$ cat config.mk
export PLATFORM = sky130hd
export DESIGN_NAME = screen_buf_arbiter
export DESIGN_NICKNAME = d
export VERILOG_FILES = /design/src/rtl/screen_buf_arbiter_pkg.sv /design/src/rtl/screen_buf_arbiter_clear.sv /design/src/rtl/screen_buf_arbiter.sv
export SDC_FILE = /design/constraint.sdc
export NUM_CORES = 1
export LEC_CHECK = 0
export CELL_PAD_IN_SITES_DETAIL_PLACEMENT = 1
export CELL_PAD_IN_SITES_GLOBAL_PLACEMENT = 1
export CORE_MARGIN = 1.5
export CORE_UTILIZATION = 38
export CTS_CLUSTER_SIZE = 16
export DETAILED_ROUTE_END_ITERATION = 6
export PLACE_DENSITY_LB_ADDON = 0.1
export SKIP_CTS_REPAIR_TIMING = 1
export SYNTH_ARGS = -nofsm -noshare
export SYNTH_HDL_FRONTEND = slang
export SYNTH_HIERARCHICAL = 1
export SYNTH_SLANG_ARGS = --single-unit
export TNS_END_PERCENT = 1
$ cat constraint.sdc
create_clock -name pixel_clk -period 3.29 [get_ports pixel_clk]
set_input_delay 0.329 -clock pixel_clk [delete_from_list [all_inputs] [get_ports pixel_clk]]
set_output_delay 0.329 -clock pixel_clk [all_outputs]
set_load 0.05 [all_outputs]
$ cat src/rtl/screen_buf_arbiter_pkg.sv
// Shared screen geometry and arbiter FSM encoding for the screen buffer arbiter.
// The screen dimensions below are the ones the VDU is built for.
package screen_buf_arbiter_pkg;

  localparam int SCREEN_ADDR_W = 14;
  localparam int CHAR_W        = 8;
  localparam int SCREEN_COLS   = 80;
  localparam int SCREEN_ROWS   = 60;
  localparam int SCREEN_DEPTH  = SCREEN_COLS * SCREEN_ROWS;

  typedef enum logic [1:0] {
    ST_IDLE    = 2'd0,
    ST_RD_PEND = 2'd1,
    ST_RD_CAPT = 2'd2,
    ST_CLEAR   = 2'd3
  } arb_state_e;

endpackage

$ cat src/rtl/screen_buf_arbiter_clear.sv
// Clear-screen engine: holds the fill character and walks the buffer one cell per step.
// The counter stops on the last cell, so it never wraps back to address 0.
module screen_clear_engine
  import screen_buf_arbiter_pkg::*;
#(
  parameter int ADDR_W = SCREEN_ADDR_W,
  parameter int DATA_W = CHAR_W,
  parameter int DEPTH  = SCREEN_DEPTH
) (
  input  logic              pixel_clk,
  input  logic              rst_n,
  input  logic              load,
  input  logic [DATA_W-1:0] load_char,
  input  logic              start,
  input  logic              step,
  output logic              busy,
  output logic [ADDR_W-1:0] addr,
  output logic [DATA_W-1:0] fill_char,
  output logic              done
);

  localparam logic [ADDR_W-1:0] LAST_ADDR = ADDR_W'(DEPTH - 1);

  assign done = step && busy && (addr == LAST_ADDR);

  always_ff @(posedge pixel_clk or negedge rst_n) begin
    if (!rst_n) begin
      busy      <= 1'b0;
      addr      <= '0;
      fill_char <= '0;
    end else begin
      if (load) begin
        fill_char <= load_char;
      end
      if (start) begin
        addr <= '0;
        busy <= 1'b1;
      end else if (step && busy) begin
        if (addr == LAST_ADDR) begin
          busy <= 1'b0;
        end else begin
          addr <= addr + 1'b1;
        end
      end
    end
  end

endmodule

$ cat src/rtl/screen_buf_arbiter.sv
// Screen buffer arbiter: display reads own every busy slot; CPU writes (posted), CPU reads
// and the clear engine share the free (blanking) slots in that priority order.
module screen_buf_arbiter
  import screen_buf_arbiter_pkg::*;
#(
  parameter int ADDR_W = SCREEN_ADDR_W,
  parameter int DATA_W = CHAR_W,
  parameter int DEPTH  = SCREEN_DEPTH
) (
  input  logic              pixel_clk,
  input  logic              rst_n,
  input  logic              vdu_rden,
  input  logic [ADDR_W-1:0] vdu_addr,
  output logic [DATA_W-1:0] vdu_data,
  input  logic              cpu_req,
  input  logic              cpu_we,
  input  logic [ADDR_W-1:0] cpu_addr,
  input  logic [DATA_W-1:0] cpu_wdata,
  output logic              cpu_ack,
  output logic [DATA_W-1:0] cpu_rdata,
  input  logic              clr_start,
  input  logic [DATA_W-1:0] clr_char,
  output logic              clr_busy,
  output logic [ADDR_W-1:0] ram_addr,
  output logic              ram_rden,
  output logic              ram_wren,
  output logic [DATA_W-1:0] ram_wdata,
  input  logic [DATA_W-1:0] ram_q,
  output arb_state_e        dbg_state
);

  // CPU handshake: cpu_req (with cpu_we/addr/wdata) is held until a one-cycle cpu_ack;
  // a request is taken only in IDLE, outside a clear, and never in a cycle where cpu_ack=1.
  arb_state_e        state_q, state_d;
  logic              wb_valid;
  logic [ADDR_W-1:0] wb_addr;
  logic [DATA_W-1:0] wb_data;
  logic [ADDR_W-1:0] rd_addr;
  logic              clr_pend;

  logic              req_ok, wr_acc, rd_acc, rd_fwd, rd_go;
  logic              clr_req_ok, clr_go;
  logic              wb_retire, clr_step, rd_issue, clr_done;
  logic [ADDR_W-1:0] clr_addr;
  logic [DATA_W-1:0] clr_fill;

  assign vdu_data  = ram_q;
  assign dbg_state = state_q;

  assign req_ok = cpu_req && !cpu_ack && (state_q == ST_IDLE) && !clr_busy && !clr_pend;
  assign wr_acc = req_ok && cpu_we && !wb_valid;
  assign rd_acc = req_ok && !cpu_we;
  assign rd_fwd = rd_acc && wb_valid && (wb_addr == cpu_addr);
  assign rd_go  = rd_acc && !rd_fwd;

  // A clear requested while a RAM read is in flight waits in clr_pend until IDLE.
  assign clr_req_ok = clr_start && !clr_busy && !clr_pend;
  assign clr_go     = (state_q == ST_IDLE) && (clr_pend || clr_req_ok) && !rd_go;

  always_comb begin
    ram_addr  = vdu_addr;
    ram_rden  = 1'b0;
    ram_wren  = 1'b0;
    ram_wdata = wb_data;
    wb_retire = 1'b0;
    clr_step  = 1'b0;
    rd_issue  = 1'b0;
    if (vdu_rden) begin
      ram_rden = 1'b1;
    end else if (wb_valid) begin
      ram_addr  = wb_addr;
      ram_wren  = 1'b1;
      wb_retire = 1'b1;
    end else if (clr_busy) begin
      ram_addr  = clr_addr;
      ram_wren  = 1'b1;
      ram_wdata = clr_fill;
      clr_step  = 1'b1;
    end else if (state_q == ST_RD_PEND) begin
      ram_addr = rd_addr;
      ram_rden = 1'b1;
      rd_issue = 1'b1;
    end
  end

  always_comb begin
    state_d = state_q;
    case (state_q)
      ST_IDLE: begin
        if (clr_go) begin
          state_d = ST_CLEAR;
        end else if (rd_go) begin
          state_d = ST_RD_PEND;
        end
      end
      ST_RD_PEND: if (rd_issue) state_d = ST_RD_CAPT;
      ST_RD_CAPT: state_d = ST_IDLE;
      ST_CLEAR:   if (clr_done) state_d = ST_IDLE;
      default:    state_d = ST_IDLE;
    endcase
  end

  always_ff @(posedge pixel_clk or negedge rst_n) begin
    if (!rst_n) begin
      state_q   <= ST_IDLE;
      wb_valid  <= 1'b0;
      wb_addr   <= '0;
      wb_data   <= '0;
      rd_addr   <= '0;
      clr_pend  <= 1'b0;
      cpu_ack   <= 1'b0;
      cpu_rdata <= '0;
    end else begin
      state_q <= state_d;
      cpu_ack <= wr_acc || rd_fwd || (state_q == ST_RD_CAPT);
      if (rd_fwd) begin
        cpu_rdata <= wb_data;
      end else if (state_q == ST_RD_CAPT) begin
        cpu_rdata <= ram_q;
      end
      if (wr_acc) begin
        wb_valid <= 1'b1;
        wb_addr  <= cpu_addr;
        wb_data  <= cpu_wdata;
      end else if (wb_retire) begin
        wb_valid <= 1'b0;
      end
      if (rd_go) begin
        rd_addr <= cpu_addr;
      end
      if (clr_go) begin
        clr_pend <= 1'b0;
      end else if (clr_req_ok) begin
        clr_pend <= 1'b1;
      end
    end
  end

  screen_clear_engine #(
    .ADDR_W (ADDR_W),
    .DATA_W (DATA_W),
    .DEPTH  (DEPTH)
  ) u_clear (
    .pixel_clk (pixel_clk),
    .rst_n     (rst_n),
    .load      (clr_req_ok),
    .load_char (clr_char),
    .start     (clr_go),
    .step      (clr_step),
    .busy      (clr_busy),
    .addr      (clr_addr),
    .fill_char (clr_fill),
    .done      (clr_done)
  );

endmodule

==> results of run 1 <==
[worst max-delay path, delay by kind of cell, from the launching register on]
family                 cells  cell delay (ns)
AOI/OAI and AO/OA          2             0.63
buffers and inverters      2             0.43
and+or+nand+nor            1             0.16
DFF                        1             0.73
[cell usage after synthesis, drive strengths merged, types with 2 or more instances]
master	instances
dfrtp	72
mux2	53
nand2	24
o21ai	20
xnor2	17
buf	15
nor2	15
a222oi	14
and2	9
clkbuf	9
a221o	8
a21oi	7
nand4	7
nand3	6
nor3	5
nor4	5
or3	5
a21o	4
nand2b	4
nor2b	4
and4	3
xor2	3
inv	2
o31ai	2
or2	2
[cells in the final DEF, fill, tap and decap left out, drive strengths merged, types with 4 or more instances in the layout]
cell type,count
nand4,7
xnor2,17
a222oi,14
clkbuf,11
nor4,5
a221o,8
mux2,53
nor2b,4
a21o,4
nor3,5
nor2,15
buf,37
nand2b,4
and2,9
dfrtp,72
nand2,24
or3,5
a21oi,7
nand3,6
o21ai,20
clkdlybuf4s50,77
[sequential cells by signal, indices dropped and copies added, names as in the netlist]
register and flops:
wb_addr 14, u_clear/fill_char 8, cpu_rdata 8, u_clear/busy 1, u_clear/addr 14, wb_valid 1, dbg_state 2, cpu_ack 1
wb_data 8, rd_addr 14, clr_pend 1
[where the power goes]
group          internal (mW)  switching, mW
Sequential              1.12          0.226
Combinational          0.727          0.936
Clock                  0.364          0.320
Total                   2.21           1.48
[layout make-up]
| cell class | instances | share of cell area (%) |
|---|---|---|
| flip-flops and latches | 72 | 34.3 |
| clock inverters | 4 | 0.859 |
| inverters | 2 | 0.143 |
| clock buffers | 11 | 2.69 |
| multi-input cells | 228 | 35.3 |
| well taps | 133 | 3.17 |
| repair buffers | 114 | 23.5 |
[per-layer routing]
metal  part of all wire [%]  wire length (µm)  track usage [%]  up-vias
met3                    6.0               655             4.34       13
met1                     42              4600             28.0     1510
met2                     50              5430             38.3       98
met5                      0                 0                0        -
met4                    1.6               179             7.17        0
li1                       -                 -                -     1403
[path summary, 6_finish.rpt]
| path | start | to | slack, ns |
|---|---|---|---|
| max | wb_valid | ram_addr[13] | 0.67 |
| max in group asynchronous | rst_n | wb_data[7] | 2.51 |
| max reg2reg | wb_valid | u_clear/addr[0] | 0.82 |
| min reg2reg | u_clear/fill_char[5] | u_clear/fill_char[5] | 0.51 |
| min in group pixel_clk | u_clear/fill_char[5] | u_clear/fill_char[5] | 0.51 |
| min | rst_n | u_clear/addr[10] | 0.09 |
[per-stage QoR]
stage / area, µm² / instances / hold WS (ns)
final: 5250 / 564 / 0.0898
after global routing: 5250 / 564 / 0.152
after CTS: 5250 / 564 / 0.117
after detailed placement: 5060 / 549 / 0.494
after global placement: 5060 / 549 / 0.485
after floorplan: 3810 / 326 / 0.0334
[logic make-up after synthesis]
| group | count (synthesis) | synth area share, % |
|---|---|---|
| XOR/XNOR | 20 | 4.60 |
| adder cells (fa/ha/maj) | 1 | 0.328 |
| flip-flops | 72 | 47.3 |
| multiplexers | 54 | 17.8 |
| AO/OA/AOI/OAI | 58 | 11.1 |
| buffers and inverters | 26 | 4.30 |
| AND/OR/NAND/NOR | 95 | 14.6 |
==> summary.md, run 1 <==
| Metric | Value |
|---|---|
| Vias per cell | `5.36` |
| Nets | `486` |
| Setup Slack @ Placement | `0.552 ns` |
| RSZ-0062 raised after global routing | `false` |
| Synthesized flop and latch total | `72` |
| Final ANT Viol Nets | `0` |
| H-tree depth | `3` |
| Max-slew headroom | `42.7%` |
| First-pass GRT wire length | `17.6 mm` |
| Setup TNS Final | `0 ns` |
| CP startpoint kind | `register` |
| Clk buf depth | `2` |
| Fin. max-slew vios | `0` |
| Crit Path Category | `reg2out` |
| Yosys top cell by area | `dfrtp_1` |
| Synth top area cells | `dfrtp_1 (47%), mux2_2 (10%), mux2_4 (7.5%), xnor2_1 (3.9%), a222oi_1 (3.7%)` |
| Footprint of the multi-input gates | `0.00185 mm²` |
| FFs w/ async S/R, synth | `100%` |
| Clock Skews | `0.0107 ns` |
| Gpl congestion | `0.811` |
| Critical-path maximum fanout | `15` |
| Data required time of the critical path | `2.96 ns` |
| Status | `complete, no violations` |
| LEAKAGE | `2.34 nW` |
| Synth Area per Inst | `11.7 µm²` |
| Clock Pin Slew Worst Setup and Hold Paths | `0.08 ns` |
| WL/cell | `19.3 µm` |
| Max cap viols | `0` |
| DR vias | `3024` |
| Most used DFF post-synth | `dfrtp_1` |
| Total power draw | `3.69 mW` |
| Drt pass-1 iters | `5` |
| I/O pin count | `102` |
| Net count after synthesis | `385` |
| Worst hold path type | `in2async` |
| Yosys cell types | `47` |
| TritonCTS Buffers | `9` |
| GRT Overall Usage | `22.2%` |
| Area added between synthesis and finish | `37.7%` |
| Mapped Cells | `326` |
| Final core occ | `53.9%` |
| Fill count | `1069` |
| Grt total ovfl | `0` |
| 1st-iter DRT viols | `96` |
| Detailed Place HPWL | `7.95 mm` |
| FMAX | `382 MHz` |
| Synthesized area | `0.00381 mm²` |
| Number of synthesized flops with an enable pin | `0` |
| Number of global-route vias before repair | `3335` |
| Yosys warns | `6` |
| CP Capture Type | `primary output` |
| Number of I/O port buffers | `101` |
| Worst vdd ir | `0.341 mV` |
| Critical path, cell by cell | `nor3_1 -> buf_4 -> a222oi_1 -> o21ai_0 -> buf_12` |
| Root Driver | `clkbuf_8` |
| Hold Fails Final Rpt | `0` |
| Crit path DAT | `2.29 ns` |
| Diodes inserted | `0` |
| Crit path setup slack, layout | `0.672 ns` |
| Residual DRC count | `0` |
| Skew-Pair Late Insertion Delay | `0.34 ns` |
| Initial antenna violation count | `0` |
| Setup Viol. Count Final | `0` |
| Die area | `0.0106 mm²` |
| Sequential cell area fraction in the yosys report | `47.3%` |
| Worst path slowest cell | `dfrtp_1` |
| Fin crit share | `79.6%` |
| Yosys top cell area share | `47.3%` |
| FP Rows | `36` |
| WL final | `10.9 mm` |
| Worst-margin pin slew | `0.860 ns` |
| Starting Density | `39.2%` |
| Die height | `103 µm` |
| CTS Sinks | `72` |
| Placeable Area | `0.00973 mm²` |
| R2r worst-path depth | `6` |
| Largest net degree at the start of global routing | `39` |
| Die X-Extent | `103 µm` |
| Final min period | `2.62 ns` |
| PwrDens | `703 mW/mm²` |
| Share of layout cells above drive strength 1 | `27.1%` |
| CTS tree | `yes` |
| Register area | `0.00180 mm²` |
| Peak per-stage delay on the critical path | `0.73 ns` |
(Power assumes the default switching activity.)
==> run 2, diff against run 1 <==
- clock period: 3.29 -> 2.7 ns (I/O delays scaled with it)
==> summary.md, run 2 (synthesis gave the netlist of run 1 again) <==
| Metric | Value |
|---|---|
| Status | `complete, no violations` |
| Worst reg2reg endpoint | `dbg_state[1]` |
| Number of I/O port buffers | `101` |
| Starting Density | `39.2%` |
| Clock Skews | `0.00807 ns` |
| FP Rows | `36` |
| RSZ-0062 raised after global routing | `false` |
| Worst R2R Start | `u_clear/addr[11]` |
| Largest registers | `rd_addr x14, u_clear/addr x14, wb_addr x14` |
| First-pass GRT wire length | `17.6 mm` |
| Power Internal | `2.83 mW` |
| Gpl congestion | `0.729` |
| Max cap viols | `0` |
| Clk pwr share | `20.8%` |
| H-tree depth | `3` |
| Fill count | `1045` |
| Sw power | `1.84 mW` |
| Residual DRC count | `0` |
| Die area | `0.0106 mm²` |
| Data required time of the critical path | `2.43 ns` |
| CP Capture Type | `primary output` |
| Reg2Reg Setup Slack | `0.32 ns` |
| Finished Layout Cells | `568` |
| Die X-Extent | `103 µm` |
| Logic pwr share | `44.4%` |
| Final min period | `2.54 ns` |
| TritonCTS Buffers | `9` |
| 1st-iter DRT viols | `155` |
| Fin. max-slew vios | `0` |
| FMAX | `393 MHz` |
| Clk buf depth | `2` |
| CP startpoint kind | `register` |
| Peak per-stage delay on the critical path | `0.67 ns` |
| Critical-path maximum fanout | `14` |
| R2r worst-path depth | `6` |
| Final ANT Viol Nets | `0` |
| Fin crit share | `94.2%` |
| Hold Fails Final Rpt | `0` |
| Placeable Area | `0.00973 mm²` |
| Grt total ovfl | `0` |
| I/O pin count | `102` |
| WL/cell | `19.8 µm` |
| Share of layout cells above drive strength 1 | `27.8%` |
| WL final | `11.2 mm` |
| Diodes inserted | `0` |
| Critical path, cell by cell | `nor3_1 -> buf_4 -> a222oi_1 -> o21ai_0 -> buf_12` |
| Switching fraction of total power | `39.4%` |
| Max-slew headroom | `40.2%` |
| Worst path top cell family by delay | `compound AO/OA/AOI/OAI gates` |
| CTS Sinks | `72` |
| Die height | `103 µm` |
| Worst vdd ir | `0.461 mV` |
| Vias per cell | `5.37` |
| Buffers & Inverters on Critical Path | `2` |
| Crit path DAT | `2.27 ns` |
| Root Driver | `clkbuf_8` |
| Worst path slowest cell | `dfrtp_1` |
| Setup TNS Final | `0 ns` |
| Worst hold path type | `in2async` |
| Setup Viol. Count Final | `0` |
| GRT Overall Usage | `22.4%` |
| Drt pass-1 iters | `6` |
| Skew-Pair Late Insertion Delay | `0.35 ns` |
| Commonest non-fill, non-tap cells in the layout | `clkdlybuf4s50_1 (76), dfrtp_1 (72), mux2_2 (34)` |
| Initial antenna violation count | `0` |
| CTS tree | `yes` |
| Cell count after placement | `552` |
| Most common cell after layout, fill and taps aside | `clkdlybuf4s50_1` |
| PwrDens | `876 mW/mm²` |
| LEAKAGE | `2.38 nW` |
| Clock Pin Slew Worst Setup and Hold Paths | `0.07 ns` |
| Number of global-route vias before repair | `3215` |
| Nets | `490` |
| DR vias | `3052` |
| Detailed Place HPWL | `8.09 mm` |
| Largest net degree at the start of global routing | `73` |
| Worst-margin pin slew | `0.897 ns` |
| Area added between synthesis and finish | `39.7%` |
| Part of the power in registers | `34.8%` |
| Crit Path Category | `reg2out` |
run 2: changes by cell type in the layout (fill, tap and decap cells not counted), sizes merged:
cell           delta
buf               +4
bufinv            +1
clkbuf            +1
clkdlybuf4s50     -1
clkinv            -2
dlygate4sd3       +1
run 2: area by class of cell:
cell class                      count  area [µm²]  share of cell area, %
Sequential cell                    72        1800                   33.9
Tap cell                          133         166                   3.13
Clock inverter                      3        65.1                   1.22
Multi-Input combinational cell    228        1850                   34.8
Timing Repair Buffer              118        1280                   24.0
Clock buffer                       12         155                   2.91
Inverter                            2        7.51                  0.141
run 2: power groups by stage:
stage | Sequential (mW) | Clock, mW | Combinational (mW)
after floorplan | 1.82 | 0 | 1.08
after global routing | 1.67 | 1.03 | 2.21
final | 1.62 | 0.969 | 2.07
after CTS | 1.62 | 0.997 | 2.09
after global placement | 1.62 | 0 | 2.04
after detailed placement | 1.64 | 0 | 2.07
run 2: worst reg2reg max path, stage by stage (launching register included):
cell and delay (ns):
dfrtp_1 0.46, or4b_4 0.58, nor4_4 0.58, and3_2 0.29, nor2b_1 0.05, o21ai_0 0.16, o41ai_1 0.12
run 2: per-layer routing:
metal / part of all wire [%] / vias up / GRT usage, %
met5: 0 / - / 0
met4: 1.2 / 0 / 7.69
met3: 5.7 / 11 / 5.63
met2: 49 / 94 / 36.1
met1: 44 / 1540 / 29.4
li1: - / 1407 / -
run 2: worst max path at each step:
stage	from	end	slack (ns)	cells past startpoint
CTS	dbg_state[1]	ram_addr[0]	0.15	6
global placement	cpu_addr[10]	u_clear/addr[0]	0.27	9
floorplan	dbg_state[1]	ram_addr[11]	-0.26	5
finish	wb_valid	ram_addr[2]	0.16	5
detailed placement	cpu_addr[12]	u_clear/addr[0]	0.22	9
global route	dbg_state[1]	ram_addr[7]	0.02	6
run 2: per-stage QoR:
stage | instance area (µm²) | worst slack (ns) | utilization, % | total power [mW] | hold slack, ns
floorplan | 3810 | -0.264 | - | 2.89 | -0.0256
global placement | 5090 | 0.269 | 52.3 | 3.66 | 0.331
detailed placement | 5090 | 0.220 | 52.3 | 3.71 | 0.341
CTS | 5310 | 0.147 | 54.6 | 4.71 | -0.0490
global route | 5320 | 0.0218 | 54.7 | 4.90 | 0.520
finish | 5320 | 0.156 | 54.7 | 4.66 | 0.482
